### config.mk
export PLATFORM = sky130hd
export DESIGN_NAME = imem_load_sequencer
export DESIGN_NICKNAME = d
export VERILOG_FILES = /design/src/rtl/proc_pkg.sv /design/src/rtl/sat_cycle_counter.sv /design/src/rtl/imem_load_sequencer.sv
export SDC_FILE = /design/constraint.sdc
export NUM_CORES = 1
export LEC_CHECK = 0
export ABC_AREA = 1
export CAP_MARGIN = 40
export CORE_MARGIN = 5
export CORE_UTILIZATION = 55
export CTS_BUF_LIST = sky130_fd_sc_hd__clkbuf_4 sky130_fd_sc_hd__clkbuf_8
export CTS_CLUSTER_DIAMETER = 30
export DETAILED_ROUTE_END_ITERATION = 10
export PLACE_DENSITY = 0.87
export SYNTH_ARGS = -nofsm -noshare
export SYNTH_HDL_FRONTEND = slang
export SYNTH_SLANG_ARGS = --single-unit
### constraint.sdc
create_clock -name clock -period 5.3 [get_ports clock]
set_clock_uncertainty 0.05 [all_clocks]
set_input_delay 1.06 -clock clock [delete_from_list [all_inputs] [get_ports clock]]
set_output_delay 1.06 -clock clock [all_outputs]
set_load 0.01 [all_outputs]
### src/rtl/proc_pkg.sv
// Shared definitions for the processor preload/run sequencer.
package proc_pkg;

  typedef enum logic [2:0] {
    IDLE,
    LOAD,
    SETTLE,
    RUN,
    DONE
  } seq_state_t;

  localparam int unsigned SETTLE_CYCLES_DEF  = 2;
  localparam int unsigned TIMEOUT_CYCLES_DEF = 5000;

endpackage

### src/rtl/sat_cycle_counter.sv
// Saturating 32-bit run-cycle counter; tc_o flags that the next counted cycle reaches LIMIT.
// One cycle from en_i to count_o; clear_i has priority over en_i.
module sat_cycle_counter #(
  parameter int unsigned LIMIT = 5000
) (
  input  logic        clock,
  input  logic        reset,
  input  logic        clear_i,
  input  logic        en_i,
  output logic [31:0] count_o,
  output logic        tc_o
);

  logic [31:0] count_q, count_d;

  always_comb begin
    count_d = count_q;
    if (clear_i) begin
      count_d = '0;
    end else if (en_i && (count_q != 32'hFFFF_FFFF)) begin
      count_d = count_q + 32'd1;
    end
  end

  always_ff @(posedge clock or negedge reset) begin
    if (!reset) begin
      count_q <= '0;
    end else begin
      count_q <= count_d;
    end
  end

  // Widened compare so the +1 never wraps at saturation.
  assign tc_o    = ({1'b0, count_q} + 33'd1) >= 33'(LIMIT);
  assign count_o = count_q;

endmodule

### src/rtl/imem_load_sequencer.sv
// Preloads a word stream into processor memory, holds the CPU in reset to settle, then runs it until a0 matches or a timeout.
// Writes are combinational with the wr_valid/wr_ready handshake; host backpressure simply stalls LOAD.
module imem_load_sequencer
  import proc_pkg::*;
#(
  parameter int unsigned WIDTH          = 32,
  parameter int unsigned ADDR_STEP      = 4,
  parameter int unsigned SETTLE_CYCLES  = SETTLE_CYCLES_DEF,
  parameter int unsigned TIMEOUT_CYCLES = TIMEOUT_CYCLES_DEF
) (
  input  logic             clock,
  input  logic             reset,
  input  logic             start,
  input  logic [15:0]      num_words,
  input  logic [WIDTH-1:0] base_addr,
  input  logic [WIDTH-1:0] expected_a0,
  input  logic             wr_valid,
  input  logic [WIDTH-1:0] wr_data,
  output logic             wr_ready,
  output logic             memEn,
  output logic [WIDTH-1:0] memAddr,
  output logic [WIDTH-1:0] memData,
  output logic             cpu_reset,
  input  logic [WIDTH-1:0] a0,
  output logic             busy,
  output logic             done,
  output logic             pass,
  output logic             timeout,
  output logic [31:0]      cycles
);

  seq_state_t       state_q, state_d;
  logic [WIDTH-1:0] addr_q, addr_d;
  logic [WIDTH-1:0] expected_q, expected_d;
  logic [15:0]      word_cnt_q, word_cnt_d;
  logic [15:0]      num_words_q, num_words_d;
  logic [31:0]      settle_q, settle_d;
  logic             done_q, done_d;
  logic             pass_q, pass_d;
  logic             timeout_q, timeout_d;

  logic start_ok;
  logic accept;
  logic run_tc;

  assign start_ok = start && ((state_q == IDLE) || (state_q == DONE));
  assign accept   = (state_q == LOAD) && wr_valid;

  // cycles equals the number of cycles spent in RUN, including the cycle whose
  // a0 compare ends the run: a match seen in the 37th RUN cycle reports 37.
  sat_cycle_counter #(
    .LIMIT(TIMEOUT_CYCLES)
  ) u_run_cnt (
    .clock  (clock),
    .reset  (reset),
    .clear_i(start_ok),
    .en_i   (state_q == RUN),
    .count_o(cycles),
    .tc_o   (run_tc)
  );

  always_comb begin
    state_d     = state_q;
    addr_d      = addr_q;
    expected_d  = expected_q;
    word_cnt_d  = word_cnt_q;
    num_words_d = num_words_q;
    settle_d    = settle_q;
    done_d      = done_q;
    pass_d      = pass_q;
    timeout_d   = timeout_q;
    case (state_q)
      IDLE, DONE: begin
        if (start) begin
          num_words_d = num_words;
          expected_d  = expected_a0;
          addr_d      = base_addr;
          word_cnt_d  = '0;
          settle_d    = '0;
          done_d      = 1'b0;
          pass_d      = 1'b0;
          timeout_d   = 1'b0;
          state_d     = (num_words == 16'd0) ? SETTLE : LOAD;
        end
      end
      LOAD: begin
        if (wr_valid) begin
          addr_d     = addr_q + WIDTH'(ADDR_STEP);
          word_cnt_d = word_cnt_q + 16'd1;
          if (word_cnt_q == (num_words_q - 16'd1)) begin
            state_d = SETTLE;
          end
        end
      end
      SETTLE: begin
        // A zero setting still spends the one mandatory SETTLE cycle.
        if ((settle_q + 32'd1) >= SETTLE_CYCLES) begin
          state_d = RUN;
        end else begin
          settle_d = settle_q + 32'd1;
        end
      end
      RUN: begin
        if (a0 == expected_q) begin
          state_d = DONE;
          done_d  = 1'b1;
          pass_d  = 1'b1;
        end else if (run_tc) begin
          state_d   = DONE;
          done_d    = 1'b1;
          timeout_d = 1'b1;
        end
      end
      default: state_d = IDLE;
    endcase
  end

  always_ff @(posedge clock or negedge reset) begin
    if (!reset) begin
      state_q     <= IDLE;
      addr_q      <= '0;
      expected_q  <= '0;
      word_cnt_q  <= '0;
      num_words_q <= '0;
      settle_q    <= '0;
      done_q      <= 1'b0;
      pass_q      <= 1'b0;
      timeout_q   <= 1'b0;
    end else begin
      state_q     <= state_d;
      addr_q      <= addr_d;
      expected_q  <= expected_d;
      word_cnt_q  <= word_cnt_d;
      num_words_q <= num_words_d;
      settle_q    <= settle_d;
      done_q      <= done_d;
      pass_q      <= pass_d;
      timeout_q   <= timeout_d;
    end
  end

  assign wr_ready  = (state_q == LOAD);
  assign memEn     = accept;
  assign memAddr   = accept ? addr_q : '0;
  assign memData   = accept ? wr_data : '0;
  assign cpu_reset = (state_q != RUN);
  assign busy      = (state_q == LOAD) || (state_q == SETTLE) || (state_q == RUN);
  assign done      = done_q;
  assign pass      = pass_q;
  assign timeout   = timeout_q;

endmodule

After elaboration in Yosys (flattened, before gate mapping)
Cells that the tools add are included.
W data, S select, Z words.
{"block": "word_totals", "register_bits": 166, "out_inout_bits": 103}
{"block": "classes", "addsub": 6, "order_cmp": 2, "n_eq_ne": 17, "muxes": 29, "n_reduce_logical": 20}
{"op": "$mux W32", "n": 8}
{"op": "$pmux W32 S2", "n": 2}
{"op": "$add A32 B1 Y32 const B", "n": 2}
{"op": "$add A32 B1 Y33 const B", "n": 1}
{"op": "$ge A33 B13 Y1 const B", "n": 1}
{"op": "$add A32 B3 Y32 const B", "n": 1}
{"op": "$eq A32 B32 Y1", "n": 1}
{"op": "$ge A32 B2 Y1 const B", "n": 1}
{"op": "$mux W16", "n": 2}
{"op": "$ne A32 B32 Y1 const B", "n": 1}
{"op": "$pmux W16 S2", "n": 1}
{"op": "$mux W3", "n": 6}
{"op": "$add A16 B1 Y16 const B", "n": 1}
{"op": "$eq A16 B16 Y1", "n": 1}
{"op": "$logic_not A16 Y1", "n": 1}
{"op": "$sub A16 B1 Y16 const B", "n": 1}
{"op": "$ne A2 B2 Y1 const B", "n": 7}
{"op": "$pmux W3 S4", "n": 1}
{"op": "$reduce_and A3 Y1", "n": 4}
{"op": "$reduce_bool A2 Y1", "n": 4}
{"op": "$eq A3 B2 Y1 const B", "n": 2}
{"op": "$pmux W1 S2", "n": 3}
{"op": "$mux W1", "n": 5}
{"op": "$reduce_and A5 Y1", "n": 1}
{"op": "other kinds (12)", "n": 16}

Logic depth before layout (Yosys ltp)
{"block": "depth", "word_depth": 5, "ltp_mapped": 18}

By module
From an unflattened synthesis, not the netlist that was laid out.
{"block": "unflattened", "hier_cells": 1655, "hier_area_um2": 11173.2}
{"mod": "imem_load_sequencer", "n_inst": 1, "cells_per_inst": 1310, "area_each_um2": 8737.1, "seq_area_each_um2": 3353.2}
{"mod": "sat_cycle_counter", "n_inst": 1, "cells_per_inst": 345, "area_each_um2": 2436.1, "seq_area_each_um2": 800.8}

Worst setup path before layout
OpenSTA, ideal clock, no wires.
{"block": "synth_path", "path_type": "in2out", "start": "input port wr_valid", "end": "output port memAddr[12]", "arrival_ns": 1.990, "t_required_ns": 4.190, "path_slack_ns": 2.200, "cell_stages": 6, "n_path_buf": 2, "path_cell_list": "inv_1 nor2_1 inv_1 clkbuf_1 clkbuf_1 nor2_1"}
{"block": "synth_via", "elab_chain_len": 2}
{"item": "from (decl)", "line_no": "imem_load_sequencer.sv:17", "source": "input logic wr_valid,"}
{"item": "$logic_and A1 B1 Y1", "line_no": "imem_load_sequencer.sv:47", "source": "assign accept = (state_q == LOAD) && wr_valid;"}
{"item": "via memEn", "line_no": "imem_load_sequencer.sv:20", "source": "output logic memEn,"}
{"item": "$mux W32", "line_no": "imem_load_sequencer.sv:144", "source": "assign memAddr = accept ? addr_q : '0;"}
{"item": "to (decl)", "line_no": "imem_load_sequencer.sv:21", "source": "output logic [WIDTH-1:0] memAddr,"}
The timed path passes the listed nets, and every way through them passes these cells.

Worst setup path after layout
{"block": "layout_path", "start": "register state_q[1]", "end": "output port memAddr[27]"}
{"block": "layout_via", "elab_chain_len": 3}
{"item": "from (decl)", "line_no": "imem_load_sequencer.sv:32", "source": "seq_state_t state_q, state_d;"}
{"item": "from (signal assigned)", "line_no": "imem_load_sequencer.sv:130", "source": "state_q <= state_d;"}
{"item": "$eq A3 B1 Y1", "line_no": "imem_load_sequencer.sv:47"}
{"item": "$logic_and A1 B1 Y1", "line_no": "imem_load_sequencer.sv:47"}
{"item": "$mux W32", "line_no": "imem_load_sequencer.sv:144"}
No other way between the ends.

==> results.toml <==
[placed_design]
hpwl_mm = 23.54
io_buffers = 250
placed_cells = 2068
finalWeightedCongestion = 0.9402

[detailed_routing]
ant_nets = 0
drt_wl_total_mm = 31.07
drtIter0Drc = 870
vias = 11050
wl_per_cell_um = 14.79
vias_per_cell = 5.259
firstDrtPassIters = 8
drc = 0

[sta]
final.setup.tns_ns = 0
worst_pin_slew_ns = 0.7455
setup_viol = 0
rsz0062_at_grt = "no"
slew_headroom = 0.5025
fin_crit_ns = 3.949
maxSlewViolCount = 0
fin_crit_sh = 0.7450
hold_viol = 0
fmax_ghz = 0.2532

[final_layout]
fill_cells = 1605
layout-drive-gt1-share = 0.06049
synthToLayoutAreaGrowth_pct = 29.18
final_cells = 2101
final_core_util = 0.7183
final_nets = 1976

[clock_network]
htreeDepth = 4
cts_setup_buffers = 0
cts_made_buffers = 17
clk_path_buf_depth = 2
cts_num_sinks = 166
root_buffer = "clkbuf_8"
cts_resized = 0
clkLatencyLatePin_ns = 0.46
hold_buffers = 0
cts.reportedPaths.clkPinSlew_ns = 0.09
cts_tree = "yes"

[hold_path]
hp-start = "timeout$_DFFE_PN0P_"
min_to = "timeout$_DFFE_PN0P_"
hp-class = "flop to flop"
worst_hold_path.num_cells = 2

[synth]
syn_avg_cell_area_sq_um = 6.797
syn_nets = 1741
synth.distinct_cells = 46
yosysTopAreaCellShare = 0.3851
synth_largest_area_cell = "dfrtp_1"
syn_area_sq_mm = 0.01079
yosysSeqAreaShare = 0.3851
synth_seq_cells = 166
synth_area_leaders = "dfrtp_1 (39%), nand2_1 (16%), nor2_1 (9.0%), inv_1 (7.3%), o21ai_0 (3.6%)"
yosys_warnings = 0
synth_cells = 1587

[run]
max-cap-violations = 0

[worst_setup_path]
crit_arrival_ns = 2.84
slowest_delay_ns = 0.56
worstSetupPathType = "flop to output port"
r2r-end = "u_run_cnt.count_o[2]$_DFFE_PN0P_"
rrSetupSlack_ns = 2.19
cpMaxStageDelayCell = "clkdlybuf4s50_1"
startpoint_type = "flop"
critPathMostFrequentCell = "nor2_1"
end_kind = "output port"
cp_data_required_time_ns = 4.19
crit-reg2reg-launch = "u_run_cnt.count_o[1]$_DFFE_PN0P_"
path_cells = "nor3_4 > inv_1 > nor2_1 > inv_2 > buf_12 > nor2_1 > clkdlybuf4s50_1"
path_max_fanout = 64
ff2ff_path_depth = 14

[global_route]
grt_max_degree = 100
grt_usage = 0.2764
grt_pass1_wl_mm = 50.54
gr-total-overflow = 0
grt_pass1_vias = 10670
antenna_found_initial = 1

[die]
die_area_sq_mm = 0.02251
die_h_um = 150.0
rows = 51
initial_core_util = 0.5561
coreArea_sq_mm = 0.01940
ios = 251
die_x_um = 150.0

[power_and_ir_drop]
ir_drop_v = 0.0002798
p_total_uw = 5140
leakage_uw = 0.006262
p_per_area_mw_per_mm2 = 368.8

[status]
status = "completed"
==> Yosys cell counts, drive strengths merged <==
cell type and number:
nand3 82, o31ai 1, and3 3, xnor2 27, buf 13, a221oi 1, clkbuf 29, o311ai 1
dfrtp 166, xnor3 2, o22ai 31, o211ai 6, nor2 289, ha 6, o21ai 85, a21boi 1
a22o 6, xor2 44, a31oi 1, a211oi 3, o21bai 2, mux2i 1, nor3 26, and2 1
nor4 10, a22oi 1, nand3b 2, nand2 476, inv 215, or2 10, a21oi 22, nand4 22
nor3b 2
==> cell families after synthesis <==
group | after synthesis | share of synthesized area
AOI/OAI and AO/OA | 161 | 0.08445
xor gates and xnor gates | 73 | 0.06252
adders and majority gates | 6 | 0.006960
buffers and inverters | 257 | 0.09222
DFF | 166 | 0.3851
muxes | 1 | 0.0009280
and+or+nand+nor | 923 | 0.3678
==> worst max-delay path by stage <==
stage / to / slack [ns] / cells after the start / from
detailed placement: memData[15] / 1.38 / 7 / wr_valid
global route: memData[20] / 1.15 / 8 / state_q[0]$_DFFE_PN0P_
finish: memAddr[27] / 1.35 / 7 / state_q[1]$_DFFE_PN0P_
global placement: memData[6] / 1.30 / 6 / wr_valid
floorplan: memAddr[12] / 2.20 / 6 / wr_valid
CTS: memData[15] / 1.34 / 7 / state_q[1]$_DFFE_PN0P_
==> placed cells by master (no fill, tap or decap), types with 15 or more instances in the layout <==
| master | instances |
|---|---|
| a21oi_1 | 22 |
| clkbuf_8 | 18 |
| clkdlybuf4s50_1 | 249 |
| dfrtp_1 | 166 |
| inv_1 | 209 |
| nand2_1 | 462 |
| nand3_1 | 74 |
| nand4_1 | 22 |
| nor2_1 | 259 |
| nor2_2 | 15 |
| nor2_4 | 15 |
| nor3_1 | 24 |
| o21ai_0 | 77 |
| o22ai_1 | 31 |
| xnor2_1 | 27 |
| xor2_1 | 43 |
==> critical path: cells and delay by family (launching register included) <==
| family | cells | cell delay [ns] |
|---|---|---|
| flip-flops | 1 | 0.47 |
| buffers and inverters | 4 | 1.21 |
| AND/OR/NAND/NOR | 3 | 0.67 |
==> metal layers <==
metal / up-vias / routed length, um / share of wire / global-route usage
met1: 5152 / 12700 / 0.41 / 0.3505
met5: - / 0 / 0 / 0
met4: 0 / 657 / 0.021 / 0.08280
li1: 5434 / - / - / -
met2: 406 / 15300 / 0.49 / 0.4638
met3: 57 / 2412 / 0.078 / 0.07420
==> layout make-up <==
type	count	area, sq um	area share
clock buffers	18	247.7	0.01778
well taps	265	331.6	0.02379
repair buffers	258	2589	0.1858
multi-input cells	1164	5652	0.4056
flip-flops and latches	166	4154	0.2981
diodes	1	2.502	0.0001796
clock inverters	14	151.4	0.01086
inverters	215	807.0	0.05792
==> report_power, final <==
group / internal [uW] / total (uW) / switching [uW]
clock: 435 / 937 / 503
sequential: 1610 / 1910 / 308
combinational: 907 / 2290 / 1380
total: 2950 / 5140 / 2190
==> flip-flops by register name, indices dropped and copies added (netlist names) <==
name / flops
addr_q: 32
expected_q: 32
settle_q: 32
u_run_cnt.count_o: 32
num_words_q: 16
word_cnt_q: 16
state_q: 3
done: 1
pass: 1
timeout: 1
==> metrics by stage <==
step	cell area (sq um)	hold WS, ns	setup WS (ns)
global route	13930	0.4758	1.154
CTS	13930	0.4556	1.337
finish	13930	0.4461	1.351
floorplan	10790	0.4133	2.200
global placement	13510	0.4142	1.299
detailed placement	13530	0.4308	1.384
Note: power is estimated with default switching activity, not from simulation.
